===== config.mk =====
export PLATFORM = sky130hd
export DESIGN_NAME = regfile_wb_ctrl
export DESIGN_NICKNAME = d
export VERILOG_FILES = /design/src/rtl/regfile_wb_ctrl.sv
export SDC_FILE = /design/constraint.sdc
export NUM_CORES = 1
export LEC_CHECK = 0
export BUFFER_PORTS_ARGS = -buffer_cell sky130_fd_sc_hd__buf_2
export CAP_MARGIN = 0
export CORE_MARGIN = 2
export CORE_UTILIZATION = 25
export CTS_BUF_LIST = sky130_fd_sc_hd__clkbuf_4
export CTS_CLUSTER_SIZE = 30
export DETAILED_ROUTE_END_ITERATION = 10
export PLACE_DENSITY = 0.5
export SYNTH_ARGS = -nofsm -noshare
export SYNTH_HDL_FRONTEND = slang
export SYNTH_SLANG_ARGS = --single-unit

===== constraint.sdc =====
create_clock -name CLK -period 7.85 [get_ports CLK]
set_input_delay 1.57 -clock CLK [delete_from_list [all_inputs] [get_ports CLK]]
set_output_delay 1.57 -clock CLK [all_outputs]
set_load 0.02 [all_outputs]

===== src/rtl/regfile_wb_ctrl.sv =====
// Register-file write-port initiator: merges ALU results and queued loads into one write per cycle.
// Optional macro WB_FWD_EN enables CHK_DATA forwarding of the youngest pending write.
module regfile_wb_ctrl #(
    parameter int unsigned LQ_DEPTH = 4,
    parameter int unsigned XLEN     = 32
) (
    input  logic                          CLK,
    input  logic                          RST,
    input  logic                          ALU_VALID,
    input  logic [4:0]                    ALU_RD,
    input  logic [XLEN-1:0]               ALU_DATA,
    input  logic                          LD_VALID,
    output logic                          LD_READY,
    input  logic [4:0]                    LD_RD,
    input  logic [XLEN-1:0]               LD_DATA,
    output logic [4:0]                    A3,
    output logic [XLEN-1:0]               WD3,
    output logic                          EN,
    output logic [$clog2(LQ_DEPTH):0]     LQ_COUNT,
    input  logic [4:0]                    CHK_ADDR,
    output logic                          CHK_HIT,
    output logic [XLEN-1:0]               CHK_DATA
);
    localparam int unsigned PTR_W = $clog2(LQ_DEPTH);
    localparam int unsigned CNT_W = PTR_W + 1;

    logic [4:0]      r_lq_rd   [LQ_DEPTH];
    logic [XLEN-1:0] r_lq_data [LQ_DEPTH];
    logic [PTR_W-1:0] r_wr_ptr;
    logic [PTR_W-1:0] r_rd_ptr;
    logic [CNT_W-1:0] r_count;
    logic [4:0]       r_a3;
    logic [XLEN-1:0]  r_wd3;
    logic             r_en;

    logic w_full;
    logic w_empty;
    logic w_alu_take;
    logic w_push;
    logic w_pop;
    logic w_chk_hit;

    assign w_full     = (r_count == CNT_W'(LQ_DEPTH));
    assign w_empty    = (r_count == '0);
    assign LD_READY   = !RST && !w_full;
    assign w_alu_take = ALU_VALID && (ALU_RD != 5'd0);
    // rd==0 loads complete the handshake but never occupy a slot.
    assign w_push     = LD_VALID && LD_READY && (LD_RD != 5'd0);
    assign w_pop      = !w_alu_take && !w_empty;

    always_ff @(posedge CLK) begin
        if (w_push) begin
            r_lq_rd[r_wr_ptr]   <= LD_RD;
            r_lq_data[r_wr_ptr] <= LD_DATA;
        end
    end

    always_ff @(posedge CLK) begin
        if (RST) begin
            r_wr_ptr <= '0;
            r_rd_ptr <= '0;
            r_count  <= '0;
            r_en     <= 1'b0;
            r_a3     <= '0;
            r_wd3    <= '0;
        end else begin
            if (w_push) begin
                r_wr_ptr <= r_wr_ptr + PTR_W'(1);
            end
            if (w_pop) begin
                r_rd_ptr <= r_rd_ptr + PTR_W'(1);
            end
            case ({w_push, w_pop})
                2'b10:   r_count <= r_count + CNT_W'(1);
                2'b01:   r_count <= r_count - CNT_W'(1);
                default: r_count <= r_count;
            endcase
            if (w_alu_take) begin
                r_en  <= 1'b1;
                r_a3  <= ALU_RD;
                r_wd3 <= ALU_DATA;
            end else if (w_pop) begin
                r_en  <= 1'b1;
                r_a3  <= r_lq_rd[r_rd_ptr];
                r_wd3 <= r_lq_data[r_rd_ptr];
            end else begin
                r_en  <= 1'b0;
            end
        end
    end

`ifdef WB_FWD_EN
    logic [XLEN-1:0] w_chk_data;
`endif

    // Output stage first, then queue oldest to youngest, so the youngest match wins.
    always_comb begin
        w_chk_hit = 1'b0;
`ifdef WB_FWD_EN
        w_chk_data = '0;
`endif
        if (CHK_ADDR != 5'd0) begin
            if (r_en && (r_a3 == CHK_ADDR)) begin
                w_chk_hit = 1'b1;
`ifdef WB_FWD_EN
                w_chk_data = r_wd3;
`endif
            end
            for (int k = 0; k < int'(LQ_DEPTH); k++) begin
                if ((k < int'(r_count)) && (r_lq_rd[r_rd_ptr + PTR_W'(k)] == CHK_ADDR)) begin
                    w_chk_hit = 1'b1;
`ifdef WB_FWD_EN
                    w_chk_data = r_lq_data[r_rd_ptr + PTR_W'(k)];
`endif
                end
            end
        end
    end

`ifdef WB_FWD_EN
    assign CHK_DATA = w_chk_data;
`else
    assign CHK_DATA = '0;
`endif

    assign CHK_HIT  = w_chk_hit;
    assign A3       = r_a3;
    assign WD3      = r_wd3;
    assign EN       = r_en;
    assign LQ_COUNT = r_count;
endmodule

==> run summary, run 1 <==
Seq cells post-synth: 195
Port Buf Inserts: 125
fin. max-slew vios: 0
clk_lat worst skew: 0.59 ns
EDFF count, synth: 148
Critical Path End Type: primary output
hold_sp: WD3[24]
Commonest cells post-synth: edfxtp_1, nand2_1, mux4_2
critical path required time: 6.28 ns
Syn-to-layout area delta: 14.4%
RSZ-0062 raised after global routing: false
CTS Buffer Depth: 2
crit share post-route: 0.600
Max Fanout on Critical Path: 37
largest family of logic cells by synthesized area: multiplexers
vias in the first global route: 4,899
status: finished clean
Reg2Reg Depth: 6
cell with the most instances after synthesis: edfxtp_1
setup TNS: 0 ns
final net count: 755
routed wire length: 19,500 um
total power: 2680 uW
share of the synthesized area in the top cell type: 0.529
Via Count: 4,861
Tightest Pin Transition: 1.08 ns
Synth Instances: 558
yosys warns: 0
Slew HR: 0.277
post-CTS setup buffers: 0
post-CTS resize count: 0
CTS tree: built
post-synthesis simple-gate area fraction: 0.0691
HPWL after DPL: 12,500 um
largest cells by area after synthesis: edfxtp_1, mux4_2, dfxtp_1
WHS Path Cells: 2
Vias/cell: 4.32
Leak: 0.00331 uW
Seq/Total Area, Yosys: 0.641
grt ovf: 0
Max Clk Rate: 0.212 GHz
largest net degree at the start of global routing: 75
total core area: 0.0333 sq mm
Root Buffer: clkbuf_4
CP Launch Type: flop
Antenna Nets Post-Route: 0
Hold Fails Final Rpt: 0
clk sinks: 195
Netlist cell types: 36
P per Cell Area: 279 mW/mm^2
worst min path class: reg2reg
MaxCap Viol Count: 0
mux cell area share after synthesis: 0.142
FFs w/ async S/R, synth: 0
Top Ports: 158
Adder-Cell Fraction of Synth Area: 0.0134
Final Core Density: 0.289
Synth area leader: edfxtp_1
iteration count of the initial detailed-routing pass: 4
chip width: 187 um
Post-Synth XOR/XNOR Area: 0.0313
final non-filler cell total: 1,125
global placement routability congestion: 0.765
H-tree lvl count: 4
clk_skew: 0.0342 ns
gr usage total: 0.112
CP Class: reg2out
initial core utilization: 0.252
die area: 0.0351 sq mm
dpl cells: 1,092
WHS Endpoint: WD3[24]
Critical Path AT: 3.14 ns
initial antenna violation count: 1
layout cell share with drive strength beyond 1: 0.318
Post-CTS Hold Buffers: 0
pre-CTS worst setup slack: 3.42 ns
DRC Markers: 0
Reg2Reg Setup Slack: 4.75 ns
worst reg2reg path startpoint: LQ_COUNT[0]
FP Rows: 67
post-layout min period: 4.71 ns
first-pass GRT wire length: 29,700 um
Synth Area in Compound Gates: 0.0483
Die Y: 187 um
syn avg cell area: 15.1 sq um
ys flop type: edfxtp_1
cts bufs inserted: 17
drt first-iter violations: 268
R2R Path End: r_lq_data[0][29]
Post-Syn Area: 0.00840 sq mm
clock-pin slew on the worst setup and hold paths: 0.16 ns
final worst slack: 3.14 ns
routed len/inst: 17.3 um
# fillers: 3,442
Max IR drop VDD: 0.155 mV
Setup-failing EPs final: 0
per-stage QoR:
step / hold slack [ns] / cell area [sq um]
finish: 0.484 / 9610
global route: 0.512 / 9600
CTS: 0.489 / 9600
detailed placement: 0.468 / 9300
global placement: 0.463 / 9300
floorplan: 0.508 / 8520
flip-flops by register name, summed over array words and instances, names as in the netlist, named ones only:
register,count
r_rd_ptr,2
r_lq_data,128
r_lq_rd,20
A3,5
WD3,32
EN,1
LQ_COUNT,3
r_wr_ptr,2
cell families after synthesis:
logic type	Yosys count
buffers and inverters	76
DFF	195
xor gates and xnor gates	30
adders and majority gates	9
AOI/OAI and AO/OA	51
muxes	53
other	1
and+or+nand+nor	143
area by class of cell:
cell class	count	area [sq um]	share of cell area
Clock inverter	14	166	0.0173
Tap cell	448	561	0.0583
Sequential cell	195	5390	0.561
Multi-Input combinational cell	318	2700	0.281
Timing Repair Buffer	126	633	0.0659
Antenna cell	1	2.50	0.000260
Inverter	5	18.8	0.00195
Clock buffer	18	135	0.0141
power breakdown:
part | total, uW | internal (uW) | switching, uW
clock network | 558 | 177 | 381
logic | 784 | 344 | 439
registers | 1340 | 1200 | 141
critical path, stage by stage, from the launching register on:
cell	delay, ns
dfxtp_4	0.91
mux4_2	0.64
xnor2_1	0.17
nand4_1	0.11
nor3_1	0.23
a31oi_1	0.07
a21oi_1	0.24
buf_2	0.21
per-layer routing:
layer,share of wire,track usage
met1,0.48,0.155
met2,0.46,0.175
met3,0.052,0.0308
met4,0.0059,0.0229
met5,0.00036,0
cell usage in the layout (no fill, tap or decap), types with 15 or more instances in the layout:
master / synthesis / final
clkbuf_4: 0 / 18
xnor2_1: 15 / 15
dfxtp_1: 47 / 45
conb_1: 1 / 32
edfxtp_1: 148 / 148
buf_2: 11 / 125
a311oi_1: 36 / 36
mux4_2: 49 / 49
nand2_1: 79 / 79
nor2_1: 45 / 45
xor2_1: 15 / 15
how the worst max path moves through the flow:
stage	end	from
after CTS	CHK_HIT	flop
final	CHK_HIT	flop
after global routing	CHK_HIT	r_rd_ptr[0]
after detailed placement	CHK_HIT	CHK_ADDR[0]
after floorplan	CHK_HIT	CHK_ADDR[4]
after global placement	CHK_HIT	CHK_ADDR[0]
(Power assumes the default switching activity.)
==> inputs of run 2 (changes only) <==
--- a/config.mk
+++ b/config.mk
@@ -12,7 +12,7 @@
 export CTS_BUF_LIST = sky130_fd_sc_hd__clkbuf_4
 export CTS_CLUSTER_SIZE = 30
 export DETAILED_ROUTE_END_ITERATION = 10
-export PLACE_DENSITY = 0.5
+export PLACE_DENSITY = 0.52
 export SYNTH_ARGS = -nofsm -noshare
 export SYNTH_HDL_FRONTEND = slang
 export SYNTH_SLANG_ARGS = --single-unit
==> constraint.sdc (replaced) <==
create_clock -name CLK -period 4 [get_ports CLK]
set_input_delay 0.8 -clock CLK [delete_from_list [all_inputs] [get_ports CLK]]
set_output_delay 0.8 -clock CLK [all_outputs]
set_load 0.02 [all_outputs]
==> run 2 against run 1 <==
Utilization is 0.42 points higher. Power is 98% higher. Combinational power is 120% higher. Die area stayed put. Wire length is 2.3% lower. Worst setup slack worse by 2.8 ns. Clock skew is 0.0013 ns lower. Sequential power is 87% higher. Design area is 1.4% higher. Hold slack worse by 0.080 ns. Critical endpoint unchanged.
==> run summary, run 2 (synthesis gave the netlist of run 1 again) <==
status: finished clean (unchanged)
largest net degree at the start of global routing: 74 (was 75)
Critical Path AT: 2.81 ns (was 3.14 ns)
Reg2Reg Setup Slack: 1.09 ns (was 4.75 ns)
vias in the first global route: 5,000 (was 4,899)
Antenna Nets Post-Route: 0 (unchanged)
MaxCap Viol Count: 0 (unchanged)
CP Launch Type: flop (unchanged)
commonest cells after routing, fill and taps aside: edfxtp_1, buf_2, nand2_1 (unchanged)
Biggest register: r_lq_data (unchanged)
grt ovf: 0 (unchanged)
critical path required time: 3.20 ns (was 6.28 ns)
RSZ-0062 raised after global routing: false (unchanged)
chip width: 187 um (unchanged)
HPWL after DPL: 12,200 um (was 12,500 um)
top sig layer: met4 (was met5)
Leak: 0.00340 uW (was 0.00331 uW)
Die Y: 187 um (unchanged)
clk_skew: 0.0328 ns (was 0.0342 ns)
metal3 WL: 977 um (was 1020 um)
Hold Fails Final Rpt: 0 (unchanged)
DRC Markers: 0 (unchanged)
final worst slack: 0.391 ns (was 3.14 ns)
global placement routability congestion: 0.740 (was 0.765)
Port Buf Inserts: 125 (unchanged)
setup TNS: 0 ns (unchanged)
post-CTS setup buffers: 0 (unchanged)
Max IR drop VDD: 0.250 mV (was 0.155 mV)
dpl cells: 1,104 (was 1,092)
Slew HR: 0.267 (was 0.277)
Tightest Pin Transition: 1.10 ns (was 1.08 ns)
H-tree lvl count: 4 (unchanged)
Via Count: 4,861 (unchanged)
final net count: 767 (was 755)
final non-filler cell total: 1,137 (was 1,125)
Syn-to-layout area delta: 16.0% (was 14.4%)
Min Hold Slack: 0.404 ns (was 0.484 ns)
total core area: 0.0333 sq mm (unchanged)
CP Class: reg2out (unchanged)
gr usage total: 0.111 (was 0.112)
Critical Path End Type: primary output (unchanged)
CTS Buffer Depth: 2 (unchanged)
die area: 0.0351 sq mm (unchanged)
P per Cell Area: 545 mW/mm^2 (was 279 mW/mm^2)
commonest non-fill, non-tap cell in the layout: edfxtp_1 (unchanged)
met2 WL: 8730 um (was 8920 um)
drt first-iter violations: 211 (was 268)
routed wire length: 19,000 um (was 19,500 um)
clk_lat worst skew: 0.59 ns (about the same)
Max Clk Rate: 0.277 GHz
Setup-failing EPs final: 0 (unchanged)
Post-CTS Hold Buffers: 0 (unchanged)
initial antenna violation count: 2 (was 1)
max FFs per register: 128 (unchanged)
FP Rows: 67 (unchanged)
crit share post-route: 0.902
Vias/cell: 4.28 (was 4.32)
initial core utilization: 0.252 (unchanged)
post-layout min period: 3.61 ns
worst min path class: in2reg (was reg2reg)
Root Buffer: clkbuf_4 (unchanged)
fin. max-slew vios: 0 (unchanged)
CTS tree: built (unchanged)
Top Ports: 158 (unchanged)
layout cell share with drive strength beyond 1: 0.333 (was 0.318)
met1 wire length: 9140 um (was 9400 um)
Max Fanout on Critical Path: 13 (was 37)
routed len/inst: 16.7 um (was 17.3 um)
pre-CTS worst setup slack: 0.821 ns (was 3.42 ns)
clock-pin slew on the worst setup and hold paths: 0.20 ns (was 0.16 ns)
iteration count of the initial detailed-routing pass: 5 (was 4)
cts bufs inserted: 17 (unchanged)
first-pass GRT wire length: 29,300 um (was 29,700 um)
clk sinks: 195 (unchanged)
run 2: layout make-up:
cell class                 count  area (sq um)
antenna                        1          2.50
clock buffer                  17           128
clock inverter                15           196
fill                        3387         23500
inverter                       5          18.8
multi-input combinational    318          2700
sequential                   195          5390
tap                          448           561
timing repair buffer         138           748
run 2: final timing paths:
kind	start	end	cells after the start
hold / removal	LD_DATA[10]	r_lq_data[0][10]	1
setup / recovery	flop	CHK_HIT	7
setup reg to reg	LQ_COUNT[0]	r_lq_data[0][29]	7
hold reg to reg	WD3[26]	WD3[26]	2
run 2: through the flow:
step                      area (sq um)  total power, uW   util
after detailed placement          9420             4300  0.283
final                             9750             5310  0.293
after floorplan                   8520             3780      -
after global placement            9420             4290  0.283
after global routing              9750             5670  0.293
after CTS                         9740             5440  0.293
run 2: per-layer routing:
layer | vias to the layer above | global-route usage
met5 | - | 0
met4 | 0 | 0.0284
met3 | 10 | 0.0293
met2 | 149 | 0.174
met1 | 2412 | 0.154
li1 | 2290 | -
run 2: worst max-delay path, cell delays in order, from the launching register on:
cell and delay, ns:
dfxtp_4 0.56, mux4_2 0.62, xnor2_1 0.16, nand4_1 0.12, nor3_1 0.20, a31oi_1 0.08, a21oi_1 0.27, buf_2 0.22
run 2: what timing repair did:
action,CTS,global route
gates resized for setup,0,1
setup endpoints to repair,0,1
hold endpoints to repair,0,0
run 2: report_power, final:
part	internal (uW)	leakage, uW	switching (uW)	total, uW
combinational	702	0.00149	985	1690
sequential	2350	0.00174	144	2500
clock	317	0.000171	814	1130
==> inputs of run 3 (changes only) <==
--- a/config.mk
+++ b/config.mk
@@ -5,7 +5,7 @@
 export SDC_FILE = /design/constraint.sdc
 export NUM_CORES = 1
 export LEC_CHECK = 0
-export BUFFER_PORTS_ARGS = -buffer_cell sky130_fd_sc_hd__buf_2
+export BUFFER_PORTS_ARGS = -buffer_cell sky130_fd_sc_hd__buf_4
 export CAP_MARGIN = 0
 export CORE_MARGIN = 2
 export CORE_UTILIZATION = 25
==> run 3 against run 2 <==
Critical path depth is 1 higher. Wire length is 0.50% higher. Design area is 2.6% higher. Die area stayed put. Power is 0.21% lower. Flip-flop and latch count stayed put. Sequential power hardly changed. Via count hardly changed. Final cell count is 0.18% higher. Count of clock-buffer cells in the layout is 5 higher. Largest power group unchanged. Register-to-register slack better by 0.06 ns. Highest routed layer unchanged.
==> run summary, run 3 (synthesis gave the netlist of run 1 again) <==
Tightest Pin Transition: 1.10 ns (about the same)
most frequent CP cell: buf_4
Setup-failing EPs final: 0 (unchanged)
post-CTS setup buffers: 0 (unchanged)
die area: 0.0351 sq mm (unchanged)
post-CTS resize count: 0 (unchanged)
initial antenna violation count: 2 (unchanged)
drt first-iter violations: 243 (was 211)
WHS Endpoint: r_lq_data[1][24] (was r_lq_data[0][10])
DRC Markers: 0 (unchanged)
Hold Fails Final Rpt: 0 (unchanged)
WHS Path Cells: 1 (unchanged)
Critical Path AT: 2.91 ns (was 2.81 ns)
CTS Buffer Depth: 2 (unchanged)
hold_sp: LD_DATA[24] (was LD_DATA[10])
Antenna Nets Post-Route: 0 (unchanged)
largest net degree at the start of global routing: 74 (unchanged)
Max Fanout on Critical Path: 10 (was 13)
max FFs per register: 128 (unchanged)
commonest non-fill, non-tap cell in the layout: edfxtp_1 (unchanged)
Post-CTS Hold Buffers: 0 (unchanged)
Max Clk Rate: 0.269 GHz (was 0.277 GHz)
grt ovf: 0 (unchanged)
Critical Path End Type: primary output (unchanged)
worst stage delay on the critical path: 0.59 ns (was 0.62 ns)
worst min path class: in2reg (unchanged)
iteration count of the initial detailed-routing pass: 4 (was 5)
post-layout min period: 3.71 ns (was 3.61 ns)
RSZ-0062 raised after global routing: false (unchanged)
clock-pin slew on the worst setup and hold paths: 0.17 ns (was 0.20 ns)
setup TNS: 0 ns (unchanged)
pre-CTS worst setup slack: 0.799 ns (was 0.821 ns)
crit share post-route: 0.929 (was 0.902)
Top delay family on crit path: flip-flops (was multiplexers)
gr usage total: 0.111 (about the same)
H-tree lvl count: 4 (unchanged)
CP startpoint: r_rd_ptr[0]
final worst slack: 0.285 ns (was 0.391 ns)
first-pass GRT wire length: 29,400 um (was 29,300 um)
Root Buffer: clkbuf_4 (unchanged)
Reg2Reg Setup Slack: 1.15 ns (was 1.09 ns)
MaxCap Viol Count: 0 (unchanged)
fin. max-slew vios: 0 (unchanged)
FP Rows: 67 (unchanged)
commonest cells after routing, fill and taps aside: edfxtp_1, buf_4, nand2_1 (was edfxtp_1, buf_2, nand2_1)
chip width: 187 um (unchanged)
routed wire length: 19,100 um (was 19,000 um)
design area: 0.00999 sq mm (was 0.00975 sq mm)
status: finished clean (unchanged)
global placement routability congestion: 0.770 (was 0.740)
Port Buf Inserts: 125 (unchanged)
Buf/Inv on CP: 2 (was 1)
clk sinks: 195 (unchanged)
Top Ports: 158 (unchanged)
Max stage delay cell, worst path: dfxtp_1 (was mux4_2)
CTS tree: built (unchanged)
critical path required time: 3.20 ns (about the same)
routed len/inst: 16.8 um (was 16.7 um)
Via Count: 4,865 (was 4,861)
total core area: 0.0333 sq mm (unchanged)
worst reg2reg path startpoint: LQ_COUNT[0] (unchanged)
Leak: 0.00346 uW (was 0.00340 uW)
CP Launch Type: flop (unchanged)
Die Y: 187 um (unchanged)
clk_skew: 0.0362 ns (was 0.0328 ns)
cts bufs inserted: 17 (unchanged)
Placement Cell Area: 0.00971 sq mm (was 0.00942 sq mm)
Slew HR: 0.265 (was 0.267)
CP Class: reg2out (unchanged)
Final Core Density: 0.300 (was 0.293)
Vias/cell: 4.27 (was 4.28)
Syn-to-layout area delta: 19.0% (was 16.0%)
Max IR drop VDD: 0.286 mV (was 0.250 mV)
crit-path cells: buf_4, mux4_2, xnor2_1, nand4_1, nor3_1, a311oi_1, a21oi_1, buf_4 (was mux4_2, xnor2_1, nand4_1, nor3_1, a31oi_1, a21oi_1, buf_2)
vias in the first global route: 4,888 (was 5,000)
Biggest register: r_lq_data (unchanged)
Min Hold Slack: 0.417 ns (was 0.404 ns)
clk_lat worst skew: 0.58 ns (was 0.59 ns)
final net count: 768 (was 767)
HPWL after DPL: 13,100 um (was 12,200 um)
layout cell share with drive strength beyond 1: 0.331 (was 0.333)
Reg2Reg Depth: 7 (unchanged)
R2R Path End: r_lq_data[2][11] (was r_lq_data[0][29])
P per Cell Area: 531 mW/mm^2 (was 545 mW/mm^2)
initial core utilization: 0.252 (unchanged)
run 3: cell types whose count changed in the layout (fill, tap and decap cells not counted), sizes merged:
cell      delta
diode        +1
bufinv       +2
inv          -9
buf          +1
clkinvlp     +2
clkbuf       +5
run 3: report_power, final:
| group | switching (uW) | internal (uW) | total [uW] |
|---|---|---|---|
| Clock | 647 | 404 | 1050 |
| Combinational | 995 | 774 | 1770 |
| Sequential | 133 | 2350 | 2480 |
| Total | 1770 | 3530 | 5300 |
run 3: cell type report:
class	instances	area (sq um)
fill	3377	23300
sequential	195	5390
multi-input combinational	318	2700
timing repair buffer	139	1040
tap	448	561
clock buffer	22	165
clock inverter	10	111
inverter	5	18.8
antenna	2	5.00
run 3: worst max path at each step:
stage,end,depth (start not counted)
final,CHK_HIT,8
after global routing,CHK_HIT,8
after CTS,CHK_HIT,8
after detailed placement,CHK_HIT,8
after global placement,CHK_HIT,8
after floorplan,r_lq_data[0][0],6
run 3: through the flow:
step                power (uW)  cells
CTS                       5410   1137
global route              5650   1138
global placement          4350   1105
floorplan                 3780    589
finish                    5300   1139
detailed placement        4350   1105
run 3: metal layers:
layer  GRT usage  vias up  routed length (um)
met1       0.150     2404                8790
met3      0.0263       14                1050
met5           0        -                   0
met4      0.0293        0                 192
met2       0.178      152                9090
li1            -     2295                   -
run 3: worst reg2reg max path: stages, from the launching register on:
cell and delay [ns]:
dfxtp_1 0.52, inv_1 0.14, ha_1 0.26, a21oi_1 0.21
nand2_1 0.08, a21oi_1 0.43, and2_2 0.60, buf_4 0.32
